--- config.mk ---
export PLATFORM = sky130hd
export DESIGN_NAME = pipe_datapath
export DESIGN_NICKNAME = d
export VERILOG_FILES = /design/src/rtl/pipe_dp_pkg.sv /design/src/rtl/pipe_dp_alu.sv /design/src/rtl/pipe_datapath.sv
export SDC_FILE = /design/constraint.sdc
export NUM_CORES = 1
export LEC_CHECK = 0
export BUFFER_PORTS_ARGS = -buffer_cell sky130_fd_sc_hd__buf_2
export CORE_MARGIN = 1.5
export CORE_UTILIZATION = 60
export DETAILED_ROUTE_END_ITERATION = 8
export PLACE_DENSITY = 0.9
export SYNTH_ARGS = -nofsm -noshare
export SYNTH_HDL_FRONTEND = slang
export SYNTH_SLANG_ARGS = --single-unit
--- constraint.sdc ---
create_clock -name CLK -period 4.8 [get_ports CLK]
set_clock_uncertainty 0.1 [all_clocks]
set_input_delay 0.24 -clock CLK [delete_from_list [all_inputs] [get_ports CLK]]
set_output_delay 0.24 -clock CLK [all_outputs]
set_load 0.05 [all_outputs]
--- src/rtl/pipe_dp_pkg.sv ---
// pipe_dp_pkg
//   Shared definitions for the two-stage datapath:
//   - FS_* function-select codes understood by pipe_dp_alu
//   - flags_t, the {V,C,N,Z} flag bundle
//   - helper functions giving bit positions of the control-word fields.
//     Control word layout, MSB to LSB: DA[AW] AA[AW] BA[AW] MB FS[4] MD RW
package pipe_dp_pkg;

  // Function-select codes
  localparam logic [3:0] FS_A    = 4'b0000;  // F = A
  localparam logic [3:0] FS_INC  = 4'b0001;  // F = A + 1
  localparam logic [3:0] FS_ADD  = 4'b0010;  // F = A + B
  localparam logic [3:0] FS_ADDC = 4'b0011;  // F = A + B + 1
  localparam logic [3:0] FS_SUBB = 4'b0100;  // F = A + ~B
  localparam logic [3:0] FS_SUB  = 4'b0101;  // F = A + ~B + 1
  localparam logic [3:0] FS_DEC  = 4'b0110;  // F = A - 1
  localparam logic [3:0] FS_A7   = 4'b0111;  // F = A
  localparam logic [3:0] FS_AND  = 4'b1000;  // F = A & B
  localparam logic [3:0] FS_OR   = 4'b1001;  // F = A | B
  localparam logic [3:0] FS_XOR  = 4'b1010;  // F = A ^ B
  localparam logic [3:0] FS_NOT  = 4'b1011;  // F = ~A
  localparam logic [3:0] FS_B    = 4'b1100;  // F = B
  localparam logic [3:0] FS_SHR  = 4'b1101;  // F = B >> 1 (logical)
  localparam logic [3:0] FS_SHL  = 4'b1110;  // F = B << 1
  localparam logic [3:0] FS_RSV  = 4'b1111;  // reserved, behaves as F = A

  typedef struct packed {
    logic v;
    logic c;
    logic n;
    logic z;
  } flags_t;

  // Arithmetic codes are the only ones that can raise V.
  function automatic logic is_arith(input logic [3:0] fs);
    return (fs >= FS_INC) && (fs <= FS_DEC);
  endfunction

  // Control-word geometry
  function automatic int cw_width(input int aw);
    return 3 * aw + 7;
  endfunction

  function automatic int cw_rw_bit();
    return 0;
  endfunction

  function automatic int cw_md_bit();
    return 1;
  endfunction

  function automatic int cw_fs_lsb();
    return 2;
  endfunction

  function automatic int cw_mb_bit();
    return 6;
  endfunction

  function automatic int cw_ba_lsb(input int aw);
    return 7 + 0 * aw;
  endfunction

  function automatic int cw_aa_lsb(input int aw);
    return 7 + aw;
  endfunction

  function automatic int cw_da_lsb(input int aw);
    return 7 + 2 * aw;
  endfunction

endpackage

--- src/rtl/pipe_dp_alu.sv ---
// pipe_dp_alu
//   Purely combinational function unit for the execute stage.
//   Ports:
//     a, b   [WIDTH]  operands (A from the register file, B from regs or Cin)
//     fs     [4]      function select (FS_* codes in pipe_dp_pkg)
//     f      [WIDTH]  result
//     flags  flags_t  flag candidates for this result; the caller decides
//                     whether they are committed.
module pipe_dp_alu
  import pipe_dp_pkg::*;
#(
  parameter int WIDTH = 16
) (
  input  logic [WIDTH-1:0] a,
  input  logic [WIDTH-1:0] b,
  input  logic [3:0]       fs,
  output logic [WIDTH-1:0] f,
  output flags_t           flags
);

  // All arithmetic codes share one adder: A + bop + cin_b.
  logic [WIDTH-1:0] bop;
  logic             cin_b;
  logic [WIDTH:0]   sum;
  logic             carry;
  logic             ovf;

  always_comb begin
    bop   = '0;
    cin_b = 1'b0;
    case (fs)
      FS_INC:  cin_b = 1'b1;
      FS_ADD:  bop   = b;
      FS_ADDC: begin
        bop   = b;
        cin_b = 1'b1;
      end
      FS_SUBB: bop   = ~b;
      FS_SUB:  begin
        bop   = ~b;
        cin_b = 1'b1;
      end
      FS_DEC:  bop   = '1;
      default: ;
    endcase
  end

  assign sum = {1'b0, a} + {1'b0, bop} + {{WIDTH{1'b0}}, cin_b};

  // Signed overflow: both adder inputs agree in sign but the result does not.
  assign ovf = is_arith(fs) && (a[WIDTH-1] == bop[WIDTH-1])
               && (sum[WIDTH-1] != a[WIDTH-1]);

  always_comb begin
    f     = a;
    carry = 1'b0;
    case (fs)
      FS_A, FS_INC, FS_ADD, FS_ADDC, FS_SUBB, FS_SUB, FS_DEC, FS_A7: begin
        f     = sum[WIDTH-1:0];
        carry = sum[WIDTH];
      end
      FS_AND: f = a & b;
      FS_OR:  f = a | b;
      FS_XOR: f = a ^ b;
      FS_NOT: f = ~a;
      FS_B:   f = b;
      FS_SHR: begin
        f     = {1'b0, b[WIDTH-1:1]};
        carry = b[0];
      end
      FS_SHL: begin
        f     = {b[WIDTH-2:0], 1'b0};
        carry = b[WIDTH-1];
      end
      default: f = a;  // FS_RSV
    endcase
  end

  always_comb begin
    flags   = '0;
    flags.v = ovf;
    flags.c = carry;
    flags.n = f[WIDTH-1];
    flags.z = (f == '0);
  end

endmodule

--- src/rtl/pipe_datapath.sv ---
// pipe_datapath
//   Two-stage micro-op datapath with an NREG x WIDTH register file.
//   S1 (issue) decodes CTRWRD and reads operands; S2 (execute) runs the ALU
//   or waits for memory data, then writes back to R[DA].
//   Ports:
//     CLK        clock, rising edge
//     RESET      synchronous, active-low
//     CTRWRD     [CW] control word DA|AA|BA|MB|FS|MD|RW
//     CW_VALID   CTRWRD/Cin are offered this cycle
//     CW_READY   the offered micro-op is accepted this cycle
//     Cin        [WIDTH] constant operand, used as B when MB=1
//     Din        [WIDTH] memory read data, written back when MD=1
//     DIN_VALID  Din is valid this cycle
//     Adrout     [WIDTH] A operand of the micro-op held in S2
//     Dout       [WIDTH] B operand of the micro-op held in S2
//     MEM_REQ    S2 holds an MD=1 op still waiting for Din
//     V,C,N,Z    registered flags
//
//   Handshake: a micro-op transfers into S2 on a rising edge where
//   CW_VALID && CW_READY. CW_READY does not depend on CW_VALID; it is high
//   when S2 is empty or S2 finishes in this same cycle, so a dependent op
//   can follow with no bubble. While an op waits, CTRWRD/Cin must be held.
module pipe_datapath
  import pipe_dp_pkg::*;
#(
  parameter  int WIDTH = 16,
  parameter  int NREG  = 8,
  localparam int AW    = $clog2(NREG),
  localparam int CW    = cw_width(AW)
) (
  input  logic             CLK,
  input  logic             RESET,
  input  logic [CW-1:0]    CTRWRD,
  input  logic             CW_VALID,
  output logic             CW_READY,
  input  logic [WIDTH-1:0] Cin,
  input  logic [WIDTH-1:0] Din,
  input  logic             DIN_VALID,
  output logic [WIDTH-1:0] Adrout,
  output logic [WIDTH-1:0] Dout,
  output logic             MEM_REQ,
  output logic             V,
  output logic             C,
  output logic             N,
  output logic             Z
);

  localparam int DA_LSB = cw_da_lsb(AW);
  localparam int AA_LSB = cw_aa_lsb(AW);
  localparam int BA_LSB = cw_ba_lsb(AW);
  localparam int MB_BIT = cw_mb_bit();
  localparam int FS_LSB = cw_fs_lsb();
  localparam int MD_BIT = cw_md_bit();
  localparam int RW_BIT = cw_rw_bit();

  // ---------------- S1: decode of the offered control word ----------------
  logic [AW-1:0] in_da;
  logic [AW-1:0] in_aa;
  logic [AW-1:0] in_ba;
  logic          in_mb;
  logic [3:0]    in_fs;
  logic          in_md;
  logic          in_rw;

  assign in_da = CTRWRD[DA_LSB +: AW];
  assign in_aa = CTRWRD[AA_LSB +: AW];
  assign in_ba = CTRWRD[BA_LSB +: AW];
  assign in_mb = CTRWRD[MB_BIT];
  assign in_fs = CTRWRD[FS_LSB +: 4];
  assign in_md = CTRWRD[MD_BIT];
  assign in_rw = CTRWRD[RW_BIT];

  // ---------------- State ----------------
  logic [WIDTH-1:0] regs [NREG];

  logic             s2_valid;
  logic [AW-1:0]    s2_da;
  logic [3:0]       s2_fs;
  logic             s2_md;
  logic             s2_rw;
  logic [WIDTH-1:0] a_q;
  logic [WIDTH-1:0] b_q;
  flags_t           flags_q;

  // ---------------- S2: execute ----------------
  logic [WIDTH-1:0] alu_f;
  flags_t           alu_flags;

  pipe_dp_alu #(
    .WIDTH (WIDTH)
  ) u_alu (
    .a     (a_q),
    .b     (b_q),
    .fs    (s2_fs),
    .f     (alu_f),
    .flags (alu_flags)
  );

  // ---------------- Pipeline control ----------------
  logic             s2_done;
  logic             accept;
  logic             wb_en;
  logic [WIDTH-1:0] wb_val;
  logic             fwd_a;
  logic             fwd_b;
  logic [WIDTH-1:0] op_a;
  logic [WIDTH-1:0] op_b;

  // An ALU op always finishes in one cycle; a load finishes when Din arrives.
  // DIN_VALID has no effect unless a load is sitting in S2.
  assign s2_done  = s2_valid && (!s2_md || DIN_VALID);
  assign CW_READY = !s2_valid || s2_done;
  assign accept   = CW_VALID && CW_READY;

  assign wb_val = s2_md ? Din : alu_f;
  assign wb_en  = s2_done && s2_rw;

  // Bypass: the op finishing in S2 writes R[DA] at the same edge the new op
  // captures its operands, so its result is forwarded instead of the stale
  // register-file value.
  assign fwd_a = wb_en && (s2_da == in_aa);
  assign fwd_b = wb_en && (s2_da == in_ba);

  assign op_a = fwd_a ? wb_val : regs[in_aa];
  assign op_b = in_mb ? Cin : (fwd_b ? wb_val : regs[in_ba]);

  // Reset takes priority over everything, so a load pending at a reset edge
  // never writes back.
  always_ff @(posedge CLK) begin
    if (!RESET) begin
      s2_valid <= 1'b0;
      s2_da    <= '0;
      s2_fs    <= FS_A;
      s2_md    <= 1'b0;
      s2_rw    <= 1'b0;
      a_q      <= '0;
      b_q      <= '0;
      flags_q  <= '0;
      for (int i = 0; i < NREG; i++) begin
        regs[i] <= '0;
      end
    end else begin
      if (wb_en) begin
        regs[s2_da] <= wb_val;
      end
      // Loads leave the flags alone; only ALU results update them.
      if (s2_done && !s2_md) begin
        flags_q <= alu_flags;
      end
      if (accept) begin
        s2_valid <= 1'b1;
        s2_da    <= in_da;
        s2_fs    <= in_fs;
        s2_md    <= in_md;
        s2_rw    <= in_rw;
        a_q      <= op_a;
        b_q      <= op_b;
      end else if (s2_done) begin
        // S2 drains; operand outputs keep their last values.
        s2_valid <= 1'b0;
      end
    end
  end

  // ---------------- Outputs ----------------
  assign Adrout  = a_q;
  assign Dout    = b_q;
  assign MEM_REQ = s2_valid && s2_md && !DIN_VALID;
  assign V       = flags_q.v;
  assign C       = flags_q.c;
  assign N       = flags_q.n;
  assign Z       = flags_q.z;

endmodule

# Word-level counts from Yosys, hierarchy flattened
# Memories as Yosys holds them, arrays and structs flattened. A register that Yosys moved wholly into a read port is not among the register bits.
# Cells that the tools add are included.
[totals] latchBits=0 wordCells=77 reg_bits=30 rom_bits=0 out_inout_bits=38 in_bits=52 ram_bits=128 mem_count=1
[classes] order_cmp=2 n_div=0 n_bitwise=5 n_reduce_logical=24 n_mux=16 addsub=2 n_eq_ne=17 n_mul=0 shift=0
[memory_table] name="regs" words=8 word_bits=16 read_ports=2 rd_clocked_by_memory_dff=1 wr=8 line_no="pipe_datapath.sv:74" text="logic [WIDTH-1:0] regs [NREG];"
[op_table] op="$pmux 16 s8" count=1
[op_table] op="$mux 16" count=4
[op_table] op="$pmux 16 s3" count=1
[op_table] op="$not 16->16" count=2
[op_table] op="$eq 4x4->1 const B" count=7
[op_table] op="$add 16x16->17" count=1
[op_table] op="$add 17x1->17" count=1
[op_table] op="$and 16x16->16" count=1
[op_table] op="$eq 4x3->1 const B" count=4
[op_table] op="$logic_not 16->1" count=1
[op_table] op="$or 16x16->16" count=1
[op_table] op="$reduce_or 16->1" count=1
[op_table] op="$xor 16x16->16" count=1
[op_table] op="$logic_and 1x1->1" count=10
[op_table] op="$eq 4x2->1 const B" count=2
[op_table] op="$mux 1" count=8
[op_table] op="$reduce_or 8->1" count=1
[op_table] op="$eq 4x1->1 const B" count=1
[op_table] op="$ge 4x1->1 const B" count=1
[op_table] op="$le 4x3->1 const B" count=1
[op_table] op="$logic_not 1->1" count=4
[op_table] op="$logic_not 4->1" count=1
[op_table] op="$reduce_or 2->1" count=2
[op_table] op="$eq 3x3->1" count=1
[op_table] op="7 further kinds" count=8

# Longest topological paths before layout
[depth] ltp_word=9 depth_mapped=20 ltp_nobuf=15

# By module
# From an unflattened synthesis, not the netlist that was laid out.
[unflattened] cells_unflattened=1120 hier_area_um2=12129.1
[by_module_without_submodules] mod="pipe_datapath" seq_area_each_um2=4764.6 area_each_um2=9285.2 instances=1 cells_per_inst=707
[by_module_without_submodules] mod="pipe_dp_alu" seq_area_each_um2=0.0 area_each_um2=2844.0 instances=1 cells_per_inst=413

# Least setup slack after synthesis
# No wires, ideal clock.
[synth_path] kind="register -> register" startpoint="register s2_fs[2]" endpoint="memory regs[0][12], data pin" setup_time_ns=0.266 period_less_slack_ns=4.368 n_path_buf=5 stages_incl_launch_ff=20 path_slack_ns=0.432 required_ns=4.434 arrival_time_ns=4.002 path_cell_list="dfxtp_1 > buf_2 > buf_2 > buf_4 > buf_2 > nand2_1 > clkbuf_1 > nor2_1 > a21oi_1 > nor2_1 > fa_1 > fa_1 > a211o_1 > a21oi_1 > o41ai_1 > and4_1 > nor4b_1 > nand2_1 > o21ai_2 > nor2_1"
[synth_rtl] element="start: declaration" line_no="pipe_datapath.sv:78" text="logic [3:0] s2_fs;"
[synth_rtl] element="start signal: assignment" line_no="pipe_datapath.sv:153" text="s2_fs <= in_fs;"
[synth_rtl] element="end: declaration" line_no="pipe_datapath.sv:74"

==> results.ini <==
[synth]
synth_edf_count = 128
syn-num-nets = 1244
synth_cell_types = 79
synth-seq-area-share_pct = 40.5
syn_area_per_cell_um2 = 10.3
synth_area_um2 = 11800
postSynthCellCount = 1143
yosysWarnings = 0
ys_ff_latch = 174
ys_async_sr_fraction_pct = 0
synth_top_flop_cell = edfxtp_1

[global_route]
grt_max_degree = 58
grt_pass1_vias = 10200
grt_use_total_pct = 37.3
gr-total-overflow = 0
grt_pass1_wl_mm = 56.7
antenna_found_initial = 0

[timing]
fin_setup_tns_ps = 0
min_period_ps = 4260
tightestPinTransition_ps = 1060
hold_ws_ps = 0.0890
slew_violations = 0
max_freq_mhz = 235
worst_slew_margin_rel_pct = 29.4
period_share_pct = 88.7
rsz0062_at_grt = no
hold_viol_final = 0
setup-violations-final = 0
timing.final.ws_setup_ps = 544

[place]
place_congestion = 0.993
pre_cts_slack_ps = 632
dpl.cell_count = 1445
portBuffers = 89
hpwl_mm = 24.4

[clock_tree]
tritoncts.num_buffers = 17
cts-resized-gates = 0
cts_post_setup_buffers_inserted = 0
cts_tree = done
cts_buffer_depth = 2
h-tree-depth = 4
path_clk_slew_ps = 70
root_buffer = clkbuf_16
clk_latency_ps = 450
ctsHoldBuffers = 8
cts.sinks = 174

[floorplanning]
start_util_pct = 60.9
row_count = 51
die_w_um = 143
num_io_pins = 90
core_area_um2 = 19300
die_area_um2 = 20500
fp.dieH_um = 143

[critical_path]
critPathMaxStageDelay_ps = 450
required_ps = 4870
worst-path-max-fanout = 13
critPathTopFamily = compound AO/OA/AOI/OAI gates
critPathCaptureType = register
critPathLaunchType = register
crit_path_top_delay_cell = fa_1
crit_arrival_ps = 4330
rrSetupSlack_ps = 540
cp_cell_sequence = nand2_1 > nand2_1 > buf_4 > nor2_1 > a21oi_1 > nor2_1 > fa_1 > fa_1 > a211o_1 > a21oi_1 > o41ai_1 > and4_1 > nor4b_1 > nand2_1 > o21ai_2 > nor2_1
crit_type = reg -> reg
cp_num_buf_inv = 1

[power]
power_frac_seq_pct = 44.0
pwr-share-comb_pct = 21.6
p_sw_w = 0.00128
ir_drop_v = 0.000255
total_power_w = 0.00399
leakage_nw = 4.91
powerDensity_nw_per_um2 = 305
switching_share_pct = 32.1
clkPwrFrac_pct = 34.4
internal_power_w = 0.00271

[detailed_routing]
num_vias = 10400
met3_length_mm = 4.57
drc = 0
route.met2.wl_mm = 17.7
top_layer = met4
final_antenna_net_count = 0
wl_per_cell_um = 25.1
viasPerCell = 7.03
drt_first_iter_violations = 1771
met1_length_mm = 12.8
drt_wl_total_mm = 37.3
drtPass1Iterations = 5

[layout]
syn_to_final_growth_pct = 11.3
fin_cells = 1484
antennaDiodeCount = 0
drive_above_1_share_pct = 21.7
final_nets = 1308
fill_cells = 1378

[min_path]
hp-class = in -> reg

[outcome]
outcome = finished, final reports clean

[run]
max_cap_violations = 0

cell families after synthesis:
kind of cell / synth area share (%)
AND/OR/NAND/NOR: 14.9
AO/OA/AOI/OAI: 17.5
flip-flops: 40.5
buffers and inverters: 4.76
multiplexers: 15.9
adder cells (fa/ha/maj): 5.34
XOR/XNOR: 1.12
state kept, by name, indices dropped and copies added (netlist names), 3 cells and up:
register	flops
Dout	16
regs	128
Adrout	16
s2_da	3
s2_fs	4
synthesized netlist by cell type (all sizes together) (20+ instances only):
cell	number	area share, %
a211oi	55	3.5
a21oi	81	3.5
buf	32	1.4
clkbuf	57	1.8
dfxtp	46	7.8
edfxtp	128	33
ha	47	5.0
inv	47	1.5
mux2i	20	1.8
mux4	70	13
nand2	65	2.1
nor2	185	5.9
nor2b	40	2.1
o21ai	43	1.9
metal layers:
| metal | vias to the layer above | GRT usage, % |
|---|---|---|
| met5 | - | 0 |
| met4 | 0 | 22.5 |
| met3 | 179 | 7.44 |
| met2 | 903 | 59.5 |
| met1 | 4929 | 47.1 |
| li1 | 4422 | - |
final timing paths:
kind | startpoint | to | depth (start not counted)
worst max register to register | s2_fs[1] | regs[0][12] | 16
worst min-delay path | Cin[11] | Dout[11] | 3
worst min register to register | s2_rw | s2_rw | 2
worst max-delay path | s2_fs[1] | regs[0][12] | 16
cells in the final DEF (no fill, tap or decap), drive strengths merged, types with 20 or more instances in the layout:
cell and count:
nor2 185, edfxtp 128, buf 126, a21oi 81, mux4 70, nand2 65, a211oi 55, inv 53
ha 47, dfxtp 46, o21ai 43, nor2b 40, mux2i 20
cell type report:
| type | instances | area (um2) | area share [%] |
|---|---|---|---|
| Timing Repair Buffer | 134 | 803 | 6.13 |
| Clock buffer | 17 | 425 | 3.25 |
| Clock inverter | 14 | 134 | 1.02 |
| Tap cell | 265 | 332 | 2.53 |
| Sequential cell | 174 | 4770 | 36.4 |
| Multi-Input combinational cell | 831 | 6460 | 49.3 |
| Inverter | 49 | 184 | 1.40 |
per-stage QoR:
stage | cell area [um2] | utilization (%)
after global routing | 13100 | 67.8
after detailed placement | 12500 | 64.5
after CTS | 13100 | 67.8
after global placement | 12500 | 64.5
final | 13100 | 67.8
after floorplan | 11800 | -
worst reg2reg max path, cell delays in order (launching register included):
cell,delay [ps]
dfxtp_2,390
nand2_1,120
nand2_1,80
buf_4,180
nor2_1,50
a21oi_1,130
nor2_1,70
fa_1,440
fa_1,450
a211o_1,370
a21oi_1,370
o41ai_1,160
and4_1,230
nor4b_1,390
nand2_1,130
o21ai_2,210
nor2_1,120
power groups by stage:
stage | logic (W) | clock network [W] | registers (W)
2_1_floorplan | 0.000543 | 0 | 0.00182
3_3_place_gp | 0.000804 | 0 | 0.00177
3_5_place_dp | 0.000825 | 0 | 0.00178
4_1_cts | 0.000841 | 0.00137 | 0.00175
5_1_grt | 0.000916 | 0.00142 | 0.00176
6_report | 0.000861 | 0.00137 | 0.00176
(Power assumes the default switching activity.)
